===== config.mk =====
export PLATFORM = sky130hd
export DESIGN_NAME = nes_joypad_ports
export DESIGN_NICKNAME = d
export VERILOG_FILES = /design/src/rtl/nes_joypad_pkg.sv /design/src/rtl/nes_joypad_chan.sv /design/src/rtl/nes_joypad_ports.sv
export SDC_FILE = /design/constraint.sdc
export NUM_CORES = 1
export LEC_CHECK = 0
export ABC_CLOCK_PERIOD_IN_PS = 1600
export BUFFER_PORTS_ARGS = -buffer_cell sky130_fd_sc_hd__buf_2
export CORE_UTILIZATION = 55
export CTS_BUF_LIST = sky130_fd_sc_hd__clkbuf_8
export DETAILED_ROUTE_END_ITERATION = 10
export PLACE_DENSITY = 0.77
export SLEW_MARGIN = 20
export SYNTH_ARGS = -nofsm -noshare
export SYNTH_HDL_FRONTEND = slang
export SYNTH_HIERARCHICAL = 1
export SYNTH_SLANG_ARGS = --single-unit

===== constraint.sdc =====
create_clock -name clk -period 1.6 [get_ports clk]
set_input_delay 0.24 -clock clk [delete_from_list [all_inputs] [get_ports clk]]
set_output_delay 0.24 -clock clk [all_outputs]
set_load 0.02 [all_outputs]

===== src/rtl/nes_joypad_pkg.sv =====
// Shared constants for the NES controller-port emulation: signatures,
// report lengths, button indices and the autofire gating helper.
package nes_joypad_pkg;

   localparam int unsigned CNT_W = 5;

   localparam logic [7:0] SIG_0 = 8'h08;
   localparam logic [7:0] SIG_1 = 8'h04;

   localparam logic [CNT_W-1:0] LIMIT_STD = 5'd8;
   localparam logic [CNT_W-1:0] LIMIT_FS  = 5'd24;

   localparam int unsigned BTN_A  = 0;
   localparam int unsigned BTN_B  = 1;
   localparam int unsigned SELECT = 2;
   localparam int unsigned START  = 3;
   localparam int unsigned UP     = 4;
   localparam int unsigned DOWN   = 5;
   localparam int unsigned LEFT   = 6;
   localparam int unsigned RIGHT  = 7;

   typedef enum logic {
      MODE_STD = 1'b0,
      MODE_FS  = 1'b1
   } mode_e;

   // Only A and B are gated; en[0] targets A, en[1] targets B.
   function automatic logic [7:0] gate_autofire(input logic [7:0] raw,
                                                input logic [1:0] en,
                                                input logic       phase);
      logic [7:0] eff;
      eff        = raw;
      eff[BTN_A] = raw[BTN_A] & (~en[0] | phase);
      eff[BTN_B] = raw[BTN_B] & (~en[1] | phase);
      return eff;
   endfunction

endpackage


===== src/rtl/nes_joypad_chan.sv =====
// One controller port: latch on strobe, shift on read-clock falling edges,
// open-bus 1 once the report (8 or 24 bits) is exhausted.
module nes_joypad_chan
   import nes_joypad_pkg::*;
(
   input  logic       clk,
   input  logic       reset,
   input  logic       strobe,
   input  logic       joy_clock,
   input  logic [7:0] pad_a,
   input  logic [7:0] pad_b,
   input  logic [7:0] sig,
   input  logic       fourscore,
   output logic       data
);

   logic [23:0]      sr, sr_n;
   logic [CNT_W-1:0] cnt, cnt_n, lim, lim_n;
   mode_e            mode, mode_n;
   logic             clk_q;
   logic             data_n;

   always_comb begin
      sr_n   = sr;
      cnt_n  = cnt;
      mode_n = mode;
      lim    = (mode == MODE_FS) ? LIMIT_FS : LIMIT_STD;
      if (strobe) begin
         mode_n = fourscore ? MODE_FS : MODE_STD;
         sr_n   = fourscore ? {sig, pad_b, pad_a} : {16'h0000, pad_a};
         cnt_n  = '0;
      end else if (!joy_clock && clk_q) begin
         sr_n = {1'b1, sr[23:1]};
         if (cnt < lim)
            cnt_n = cnt + 5'd1;
      end
      lim_n  = (mode_n == MODE_FS) ? LIMIT_FS : LIMIT_STD;
      // Output is computed from next state so data lands one cycle after the event.
      data_n = (cnt_n == lim_n) ? 1'b1 : sr_n[0];
   end

   always_ff @(posedge clk) begin
      if (reset) begin
         sr    <= '0;
         cnt   <= '0;
         mode  <= MODE_STD;
         clk_q <= 1'b0;
         data  <= 1'b0;
      end else begin
         sr    <= sr_n;
         cnt   <= cnt_n;
         mode  <= mode_n;
         clk_q <= joy_clock;
         data  <= data_n;
      end
   end

endmodule


===== src/rtl/nes_joypad_ports.sv =====
// NES $4016/$4017 controller ports with optional Four Score multitap,
// per-pad A/B autofire and UART loader button injection.
module nes_joypad_ports
   import nes_joypad_pkg::*;
#(
   parameter int unsigned NUM_PADS    = 2,
   parameter int unsigned FREQ        = 27_000_000,
   parameter int unsigned AUTOFIRE_HZ = 15
) (
   input  logic                  clk,
   input  logic                  reset,
   input  logic                  joypad_strobe,
   input  logic [1:0]            joypad_clock,
   input  logic [8*NUM_PADS-1:0] pad_btn,
   input  logic [8*NUM_PADS-1:0] loader_btn,
   input  logic [2*NUM_PADS-1:0] autofire_en,
   input  logic                  fourscore_en,
   output logic [1:0]            joypad_data
);

   localparam int unsigned AF_DIV  = FREQ / (2 * AUTOFIRE_HZ);
   localparam int unsigned AF_W    = (AF_DIV > 1) ? $clog2(AF_DIV) : 1;
   localparam logic [AF_W-1:0] AF_LAST = AF_W'(AF_DIV - 1);

   logic [AF_W-1:0] af_cnt;
   logic            af_phase;
   logic [7:0]      eff [4];
   logic            fs;

   always_ff @(posedge clk) begin
      if (reset) begin
         af_cnt   <= '0;
         af_phase <= 1'b0;
      end else if (af_cnt == AF_LAST) begin
         af_cnt   <= '0;
         af_phase <= ~af_phase;
      end else begin
         af_cnt   <= af_cnt + 1'b1;
      end
   end

   // Pads beyond NUM_PADS read as released.
   always_comb begin
      for (int unsigned p = 0; p < 4; p++)
         eff[p] = '0;
      for (int unsigned p = 0; p < NUM_PADS; p++)
         eff[p] = gate_autofire(pad_btn[8*p +: 8] | loader_btn[8*p +: 8],
                                autofire_en[2*p +: 2], af_phase);
   end

   assign fs = fourscore_en && (NUM_PADS == 4);

   nes_joypad_chan u_chan0 (
      .clk       (clk),
      .reset     (reset),
      .strobe    (joypad_strobe),
      .joy_clock (joypad_clock[0]),
      .pad_a     (eff[0]),
      .pad_b     (eff[2]),
      .sig       (SIG_0),
      .fourscore (fs),
      .data      (joypad_data[0])
   );

   nes_joypad_chan u_chan1 (
      .clk       (clk),
      .reset     (reset),
      .strobe    (joypad_strobe),
      .joy_clock (joypad_clock[1]),
      .pad_a     (eff[1]),
      .pad_b     (eff[3]),
      .sig       (SIG_1),
      .fourscore (fs),
      .data      (joypad_data[1])
   );

endmodule


==> impl_metrics.py, run 1 <==
metrics = {
    "status": {
        "run_status": "finished, violations left",
        "violations": "negative setup slack",
    },
    "placed_design": {
        "port_buffers": 42,
        "place_hpwl_um": 5920,
        "placed_cells": 669,
        "place_area_mm2": 0.00473,
        "place_congestion": 0.839,
    },
    "cells_and_area": {
        "diodes": 0,
        "final_nets": 632,
        "stdcell_count": 689,
        "fin_util_pct": 69.4,
        "layout-drive-gt1-share_pct": 27.5,
        "fillers": 598,
        "finish.instance_area_mm2": 0.00501,
        "area_growth_pct": 22.8,
    },
    "critical_path": {
        "crit_arrival_ns": 1.91,
        "critPathMaxFanout": 3,
        "end_kind": "flip-flop",
        "critPathRequiredTime_ns": 1.90,
        "timing.rr.start": "u_chan0/mode",
        "reg2reg_depth": 6,
        "ff2ff_setup_slack_ns": -0.007,
        "rr_endpoint": "u_chan0/data",
        "worstSetupPathType": "reg2reg",
        "startpoint_type": "flip-flop",
    },
    "routing": {
        "first_pass_iters": 4,
        "route.vias.total": 3657,
        "drt-initial-drc-count": 200,
        "antenna_left": 0,
        "wl_um": 8570,
        "avgViaCountPerCell": 5.31,
        "avgRoutedWirePerCell_um": 12.4,
        "drc": 0,
    },
    "worst_hold_path": {
        "min_path_type": "in2reg",
        "min-delay-start": "joypad_clock[1]",
        "hold_end": "u_chan1/clk_q",
        "whs_path_depth": 2,
    },
    "floorplan": {
        "fp-row-count": 31,
        "core_mm2": 0.00721,
        "dieArea_mm2": 0.00776,
        "die_w_um": 88.1,
        "ios": 44,
        "initial_utilization_pct": 56.5,
        "die_y_um": 88.1,
    },
    "clock_network": {
        "root_buffer": "clkbuf_8",
        "cts_made_buffers": 9,
        "postCtsHoldBufs": 0,
        "clk_latency_ns": 0.35,
        "cts.path.max_buffers": 2,
        "clock-sinks": 85,
        "path_clk_slew_ns": 0.09,
        "cts_tree": "yes",
        "h-tree-depth": 3,
    },
    "yosys": {
        "syn-instance-count": 493,
        "yosysWarnings": 6,
        "synthFlopType": "dfxtp_1",
        "synth_cell_types": 46,
        "synth_area_mm2": 0.00408,
        "async_reset_ff_share_pct": 0,
        "synth_edf_count": 0,
        "synth_seq_area_share_pct": 41.7,
        "synth_seq_cells": 85,
        "syn_area_per_cell_um2": 8.27,
    },
    "timing": {
        "period_minus_slack_ns": 1.61,
        "rsz0062_at_grt": "true",
        "finalCritPeriodShare_pct": 100,
        "drv_slew": 0,
        "finalWorstSetupSlack_ns": -0.00691,
        "skew_ns": 0.00628,
        "finalHoldViolCount": 0,
        "clock.fmax_mhz": 622,
        "maxSlewHeadroom_pct": 65.6,
        "worstMarginPinSlew_ns": 0.509,
        "final-setup-viol-count": 2,
    },
    "power_and_ir_drop": {
        "clock_power_share_pct": 33.8,
        "p_switching_w": 0.00110,
        "p_leak_nw": 1.94,
        "power_w": 0.00414,
        "sw_frac_of_total_pct": 26.5,
        "power.density_mw_per_mm2": 826,
        "cell_internal_pwr_w": 0.00304,
        "seq_power_share_pct": 54.9,
        "power_frac_comb_pct": 11.3,
        "irDropWorstVdd_mv": 0.546,
    },
    "flow_run": {
        "cap_violations": 0,
    },
    "grt": {
        "grt_overflow": 0,
        "grt_start_max_net_pins": 29,
        "grt_usage_pct": 24.0,
        "grt_pass1_vias": 3443,
        "grt_pass1_wl_um": 14700,
        "antenna_found_initial": 0,
    },
}
==> metrics by stage <==
stage	setup TNS, ns	worst slack (ns)	hold slack, ns
CTS	-0.0181	-0.0129	0.123
global placement	-0.0155	-0.0155	0.462
floorplan	-0.0147	-0.00733	0.309
global route	-0.0969	-0.0454	0.132
detailed placement	-0.107	-0.0508	0.468
finish	-0.0107	-0.00691	0.137
==> worst max-delay path, cell delays in order, from the launching register on <==
cell	delay [ns]
dfxtp_2	0.34
inv_2	0.04
ha_4	0.20
and2_4	0.14
or3_4	0.36
a2111oi_4	0.28
a41o_1	0.19
==> final cells by class <==
cell class,instances,area (um2),share of cell area (%)
multi-input cells,397,2400,47.9
flip-flops and latches,85,1720,34.4
repair buffers,85,553,11.0
clock buffers,10,138,2.75
well taps,99,124,2.47
clock inverters,6,47.5,0.949
inverters,7,26.3,0.525
==> layout by cell type, fill, tap and decap left out, drive strengths merged, types with 3 or more instances in the layout <==
cell,count
clkinvlp,4
nand2,104
nand4,5
inv,8
nor3,7
nor2b,7
or3,3
dfxtp,85
clkbuf,10
or4,6
ha,5
nor2,50
nand3,13
nor4,5
conb,34
a21oi,41
mux2i,4
or2,17
xnor2,14
a311oi,46
xor2,8
o31ai,3
buf,85
==> cell usage after synthesis, types with 3 or more instances <==
cell	count	share of area (%)
nand2_1	104	9.6
dfxtp_1	85	42
nor2_1	50	4.6
a311oi_1	46	9.9
a21oi_1	39	4.8
clkbuf_1	29	2.7
or2_2	15	2.3
xnor2_1	14	3.0
nand3_1	12	1.5
xor2_1	8	1.7
nor2b_1	7	1.1
ha_1	5	1.5
inv_1	5	0.46
nor3_1	5	0.61
nor4_1	5	0.77
buf_6	4	1.1
mux2i_1	4	0.98
or4_1	4	0.74
nand4_1	3	0.46
o31ai_1	3	0.55
==> sequential cells by signal, summed over array words and instances, names as in the netlist <==
signal / cells
u_chan1/cnt: 5
u_chan1/sr: 24
u_chan1/clk_q: 1
u_chan0/data: 1
u_chan0/sr: 24
u_chan0/clk_q: 1
u_chan1/mode: 1
u_chan0/cnt: 5
af_cnt: 20
af_phase: 1
u_chan0/mode: 1
u_chan1/data: 1
==> cells by family (layout without fill, tap and decap cells) <==
| family | after synthesis | in the layout | synth area share, % |
|---|---|---|---|
| adders and majority gates | 5 | 5 | 1.53 |
| other | 2 | 34 | 0.184 |
| buffers and inverters | 43 | 108 | 4.91 |
| xor gates and xnor gates | 22 | 22 | 4.73 |
| AOI/OAI and AO/OA | 105 | 105 | 19.0 |
| and+or+nand+nor | 227 | 227 | 26.9 |
| muxes | 4 | 4 | 0.982 |
| DFF | 85 | 85 | 41.7 |
==> how the worst max path moves through the flow <==
stage,from,endpoint,slack (ns),cells past startpoint
2_1_floorplan,u_chan0/mode,u_chan0/data,-0.007,6
3_3_place_gp,u_chan0/mode,u_chan0/data,-0.02,6
3_5_place_dp,u_chan0/mode,u_chan0/data,-0.05,6
4_1_cts,u_chan0/mode,u_chan0/data,-0.01,6
5_1_grt,u_chan0/mode,u_chan0/data,-0.05,6
6_report,u_chan0/mode,u_chan0/data,-0.007,6
==> power by group through the flow <==
stage          clock network [W]  registers (W)  logic [W]
2_1_floorplan                  0        0.00231   0.000302
3_3_place_gp                   0        0.00231   0.000434
3_5_place_dp                   0        0.00232   0.000450
4_1_cts                  0.00144        0.00227   0.000455
5_1_grt                  0.00154        0.00228   0.000527
6_report                 0.00140        0.00227   0.000467
==> what timing repair did <==
item,CTS,global route
pin swaps,2,9
gates resized for setup,6,16
endpoints found under the hold margin,0,0
setup endpoints to repair,4,7
setup buffers,0,4
==> metal layers <==
metal,GRT usage (%),vias up,wire length (um)
li1,-,1895,-
met5,0,-,0
met4,8.65,0,105
met1,27.9,1685,3920
met2,42.3,66,4270
met3,6.69,11,271
No activity file was read; power rests on OpenSTA's default activity.
==> run 2: changes to the inputs <==
Settings changed: MAX_ROUTING_LAYER set to met4.
==> impl_metrics.py, run 2 (same netlist as run 1, synthesis figures left out) <==
metrics = {
    "status": {
        "run_status": "finished, violations left",
        "violations": "negative setup slack",
    },
    "power_and_ir_drop": {
        "power_w": 0.00413,
        "irDropWorstVdd_mv": 0.545,
        "power.density_mw_per_mm2": 825,
        "p_leak_nw": 1.94,
    },
    "clock_network": {
        "h-tree-depth": 3,
        "postCtsHoldBufs": 0,
        "clock-sinks": 85,
        "clk_latency_ns": 0.35,
        "cts_tree": "yes",
        "root_buffer": "clkbuf_8",
        "path_clk_slew_ns": 0.09,
        "cts_made_buffers": 9,
        "cts.path.max_buffers": 2,
    },
    "cells_and_area": {
        "final_nets": 632,
        "mostFrequentLayoutCells": "nand2_1, dfxtp_1, nor2_1",
        "layout-drive-gt1-share_pct": 27.5,
        "seq_area_mm2": 0.00172,
        "area_growth_pct": 22.8,
        "multi_input_area_mm2": 0.00240,
        "diodes": 0,
        "final_common_cell": "nand2_1",
        "stdcell_count": 689,
        "reg.largest.list": "u_chan0/sr: 24 flops, u_chan1/sr: 24 flops, af_cnt: 20 flops",
        "fillers": 598,
    },
    "worst_hold_path": {
        "min_path_type": "in2reg",
        "whs_path_depth": 2,
    },
    "critical_path": {
        "path_cells": "inv_2 -> ha_4 -> and2_4 -> or3_4 -> a2111oi_4 -> a41o_1",
        "crit_arrival_ns": 1.91,
        "worstSetupPathType": "reg2reg",
        "end_kind": "flip-flop",
        "reg2reg_depth": 6,
        "critPathMaxFanout": 3,
        "critPathRequiredTime_ns": 1.90,
        "slowest_stage": "or3_4",
        "startpoint_type": "flip-flop",
        "cpPeakStageDelay_ns": 0.36,
    },
    "routing": {
        "antenna_left": 0,
        "avgRoutedWirePerCell_um": 12.4,
        "route.vias.total": 3645,
        "first_pass_iters": 4,
        "wl_um": 8570,
        "drc": 0,
        "drt-initial-drc-count": 195,
        "avgViaCountPerCell": 5.29,
    },
    "placed_design": {
        "placed_cells": 669,
        "place_congestion": 0.852,
        "place_hpwl_um": 5920,
        "port_buffers": 42,
    },
    "timing": {
        "rsz0062_at_grt": "true",
        "finalCritPeriodShare_pct": 101,
        "period_minus_slack_ns": 1.61,
        "final-setup-viol-count": 2,
        "finalHoldViolCount": 0,
        "clock.fmax_mhz": 621,
        "worstMarginPinSlew_ns": 0.509,
        "skew_ns": 0.00625,
        "maxSlewHeadroom_pct": 65.6,
        "fin_hold_ws_ns": 0.140,
        "finalWorstSetupSlack_ns": -0.00994,
        "drv_slew": 0,
    },
    "floorplan": {
        "ios": 44,
        "initial_utilization_pct": 56.5,
        "dieArea_mm2": 0.00776,
        "fp-row-count": 31,
        "die_y_um": 88.1,
        "core_mm2": 0.00721,
        "die_w_um": 88.1,
    },
    "grt": {
        "grt_pass1_wl_um": 14700,
        "grt_pass1_vias": 3449,
        "grt_overflow": 0,
        "antenna_found_initial": 0,
        "grt_start_max_net_pins": 29,
        "grt_usage_pct": 24.8,
    },
    "flow_run": {
        "cap_violations": 0,
    },
}
[run 2: cell counts in the layout (fill, tap and decap cells not counted)]
Identical to the previous run, type by type.
[run 2: path summary, 6_finish.rpt]
kind                         from       endpoint  slack [ns]
setup reg to reg     u_chan0/mode   u_chan0/data       -0.01
hold reg to reg     u_chan0/sr[6]  u_chan0/sr[5]        0.48
setup / recovery     u_chan0/mode   u_chan0/data       -0.01
hold / removal    joypad_clock[1]  u_chan1/clk_q        0.14
[run 2: routing by layer]
| metal | GRT usage [%] | routed length (um) | vias up |
|---|---|---|---|
| met5 | - | 0 | - |
| met4 | 8.65 | 98 | 0 |
| met3 | 6.69 | 241 | 9 |
| met2 | 42.3 | 4280 | 62 |
| met1 | 27.9 | 3950 | 1682 |
| li1 | - | - | 1892 |
[run 2: area by class of cell]
class	instances	area share [%]
sequential	85	34.4
timing repair buffer	85	11.0
clock inverter	6	0.949
clock buffer	10	2.75
tap	99	2.47
multi-input combinational	397	47.9
inverter	7	0.525
[run 2: timing repair]
item / CTS / global route
pin swaps: 2 / 9
buffers inserted: 0 / 4
endpoints found under the setup margin: 4 / 7
resized for setup: 6 / 16
[run 2: per-stage QoR]
step	setup TNS, ns	utilization, %	cell area [um2]	setup WS, ns
floorplan	-0.0147	-	4260	-0.00733
global placement	-0.0155	65.5	4730	-0.0155
detailed placement	-0.107	65.5	4730	-0.0508
CTS	-0.0181	68.4	4930	-0.0129
global route	-0.0969	69.4	5010	-0.0453
finish	-0.0102	69.4	5010	-0.00994
[run 2: critical path, delay by kind of cell (launching register included)]
| kind | cells | cell delay (ns) |
|---|---|---|
| flops | 1 | 0.34 |
| buf+inv | 1 | 0.04 |
| fa+ha+maj | 1 | 0.21 |
| simple gates | 2 | 0.50 |
| compound gates | 2 | 0.47 |
[run 2: power breakdown]
part	total, W	internal [W]	switching, W
Sequential	0.00227	0.00221	0.0000548
Combinational	0.000468	0.000213	0.000255
Clock	0.00139	0.000613	0.000780
Total	0.00413	0.00304	0.00109
==> run 3: changes to the inputs <==
Settings changed: CORE_UTILIZATION 55 to 54, SYNTH_HIERARCHICAL 1 to unset.
==> impl_metrics.py, run 3 <==
metrics = {
    "yosys": {
        "synth_edf_count": 0,
        "syn_area_per_cell_um2": 8.60,
        "synth.most_common_cell": "dfxtp_1",
        "syn_nets": 479,
        "synthFlopType": "dfxtp_1",
        "yosysWarnings": 0,
        "synth_area_mm2": 0.00372,
        "synth_cell_types": 52,
        "synth_top_area_share_pct": 45.8,
        "synth.area.top_cells": "dfxtp_1, nand2_1, a211oi_1, a21oi_1, nor2_1",
        "async_reset_ff_share_pct": 0,
        "netlist_top_cells_count": "dfxtp_1, nand2_1, a21oi_1, nor2_1, a211oi_1",
        "synth_seq_area_share_pct": 45.8,
        "synth_seq_cells": 85,
        "yosys.area.top_type": "dfxtp_1",
        "syn-instance-count": 432,
    },
    "cells_and_area": {
        "area_growth_pct": 19.1,
        "stdcell_count": 574,
        "diodes": 0,
        "multi_input_area_mm2": 0.00191,
        "reg.largest.list": "u_chan0.sr: 24 flops, u_chan1.sr: 24 flops, af_cnt: 20 flops",
        "mostFrequentLayoutCells": "dfxtp_1, nand2_1, buf_2",
        "fillers": 538,
        "final_common_cell": "dfxtp_1",
        "seq_area_mm2": 0.00171,
        "final_nets": 539,
        "finish.instance_area_mm2": 0.00442,
        "layout-drive-gt1-share_pct": 23.9,
        "fin_util_pct": 68.1,
    },
    "routing": {
        "drc": 0,
        "avgViaCountPerCell": 5.44,
        "antenna_left": 0,
        "drt-initial-drc-count": 124,
        "route.vias.total": 3125,
        "avgRoutedWirePerCell_um": 12.4,
        "wl_um": 7130,
        "first_pass_iters": 6,
    },
    "power_and_ir_drop": {
        "irDropWorstVdd_mv": 0.909,
        "p_switching_w": 0.000947,
        "sw_frac_of_total_pct": 23.6,
        "cell_internal_pwr_w": 0.00307,
        "clock_power_share_pct": 38.5,
        "power.density_mw_per_mm2": 908,
        "seq_power_share_pct": 54.3,
        "power_frac_comb_pct": 7.2,
        "p_leak_nw": 1.65,
    },
    "critical_path": {
        "worst-path-stages": 6,
        "slowest_stage": "dfxtp_2",
        "crit_start": "u_chan0.mode",
        "critPathMaxFanout": 2,
        "ff2ff_setup_slack_ns": 0.01,
        "reg2reg_depth": 6,
        "cpPeakStageDelay_ns": 0.34,
        "cp.buffers_inverters": 1,
        "path_delay_family": "simple AND/OR/NAND/NOR gates",
        "timing.rr.start": "u_chan0.mode",
        "endpoint": "u_chan0.data",
        "path_cells": "inv_2 -> ha_4 -> nor4bb_1 -> and3_1 -> xnor3_1 -> a31o_2",
        "rr_endpoint": "u_chan0.data",
        "critPathRequiredTime_ns": 1.85,
        "end_kind": "flip-flop",
        "crit_arrival_ns": 1.84,
        "worstSetupPathType": "reg2reg",
        "startpoint_type": "flip-flop",
    },
    "flow_run": {
        "cap_violations": 0,
    },
    "clock_network": {
        "h-tree-depth": 3,
        "root_buffer": "clkbuf_8",
        "postCtsHoldBufs": 0,
        "cts.path.max_buffers": 2,
        "cts_setup_buffers": 0,
        "cts_made_buffers": 9,
        "cts_tree": "yes",
        "clk_latency_ns": 0.36,
        "path_clk_slew_ns": 0.08,
        "clock-sinks": 85,
    },
    "floorplan": {
        "die_w_um": 85.0,
        "core_mm2": 0.00649,
        "ios": 44,
        "die_y_um": 85.0,
        "initial_utilization_pct": 57.2,
        "dieArea_mm2": 0.00722,
        "fp-row-count": 29,
    },
    "placed_design": {
        "place_area_mm2": 0.00418,
        "dpl_worst_slack_ns": -0.0647,
        "place_congestion": 0.882,
        "placed_cells": 558,
        "port_buffers": 42,
        "place_hpwl_um": 5100,
    },
    "worst_hold_path": {
        "min-delay-start": "joypad_clock[0]",
        "min_path_type": "in2reg",
    },
    "timing": {
        "worstMarginPinSlew_ns": 0.428,
        "rsz0062_at_grt": "true",
        "finalWorstSetupSlack_ns": 0.0104,
        "final-setup-viol-count": 0,
        "period_minus_slack_ns": 1.59,
        "maxSlewHeadroom_pct": 71.4,
        "finalCritPeriodShare_pct": 99.3,
        "clock.fmax_mhz": 629,
        "finalHoldViolCount": 0,
        "skew_ns": 0.00824,
        "drv_slew": 0,
    },
    "grt": {
        "grt_usage_pct": 22.4,
        "grt_pass1_vias": 2847,
        "grt_start_max_net_pins": 24,
        "antenna_found_initial": 0,
        "grt_pass1_wl_um": 12500,
        "grt_overflow": 0,
    },
    "status": {
        "run_status": "finished, final reports clean",
    },
}
-- run 3: cell types whose count changed after synthesis, moves of 6 or more --
cell,previous run,this run
a211oi_1,0,32
a311oi_1,46,0
and2_1,2,16
buf_2,1,7
clkbuf_1,29,15
nand2_1,104,71
nor2_1,50,39
or2_2,15,1
or3_1,0,6
xnor2_1,14,6
-- run 3: how the worst min path moves through the flow --
stage / depth (start not counted) / end / slack [ns]
6_report: 2 / u_chan0.clk_q / 0.16
5_1_grt: 2 / u_chan0.clk_q / 0.17
4_1_cts: 2 / u_chan0.clk_q / 0.15
3_5_place_dp: 1 / af_cnt[0] / 0.43
3_3_place_gp: 1 / af_cnt[0] / 0.42
2_1_floorplan: 1 / u_chan0.sr[0] / 0.32
-- run 3: metal layers --
layer  vias to the layer above  GRT usage, %  routed length, um
li1                       1632             -                  -
met1                      1444          25.5               3250
met2                        42          37.9               3550
met3                         7          6.32                220
met4                         0          7.40                111
met5                         -             -                  0
-- run 3: final cells by class --
cell class | instances | share of cell area [%]
Sequential cell | 85 | 38.6
Inverter | 9 | 0.764
Clock buffer | 10 | 3.11
Clock inverter | 6 | 1.56
Tap cell | 77 | 2.18
Multi-Input combinational cell | 312 | 43.1
Timing Repair Buffer | 75 | 10.6
-- run 3: logic make-up after synthesis --
kind of cell / Yosys count / synth area share [%]
compound gates: 99 / 17.2
xor+xnor: 18 / 4.98
fa+ha+maj: 5 / 1.68
buf+inv: 35 / 4.01
flops: 85 / 45.8
mux: 2 / 0.539
simple gates: 188 / 25.8
-- run 3: power by group through the flow --
stage          combinational, W  clock [W]  sequential (W)
3_5_place_dp           0.000289          0         0.00223
5_1_grt                0.000322    0.00168         0.00219
2_1_floorplan          0.000176          0         0.00223
3_3_place_gp           0.000283          0         0.00223
6_report               0.000288    0.00155         0.00218
4_1_cts                0.000291    0.00159         0.00218
-- run 3: repair_timing --
action                                  in CTS  in global routing
hold endpoints to repair                     0                  0
resized for setup                            6                  7
endpoints found under the setup margin       6                 20
pin swaps                                    3                  4
-- run 3: through the flow --
| stage | power, W | setup TNS, ns | hold WS [ns] |
|---|---|---|---|
| 2_1_floorplan | 0.00240 | -0.00438 | 0.324 |
| 3_3_place_gp | 0.00251 | -0.0119 | 0.423 |
| 3_5_place_dp | 0.00252 | -0.222 | 0.429 |
| 4_1_cts | 0.00406 | 0 | 0.145 |
| 5_1_grt | 0.00419 | -0.138 | 0.168 |
| 6_report | 0.00402 | 0 | 0.160 |
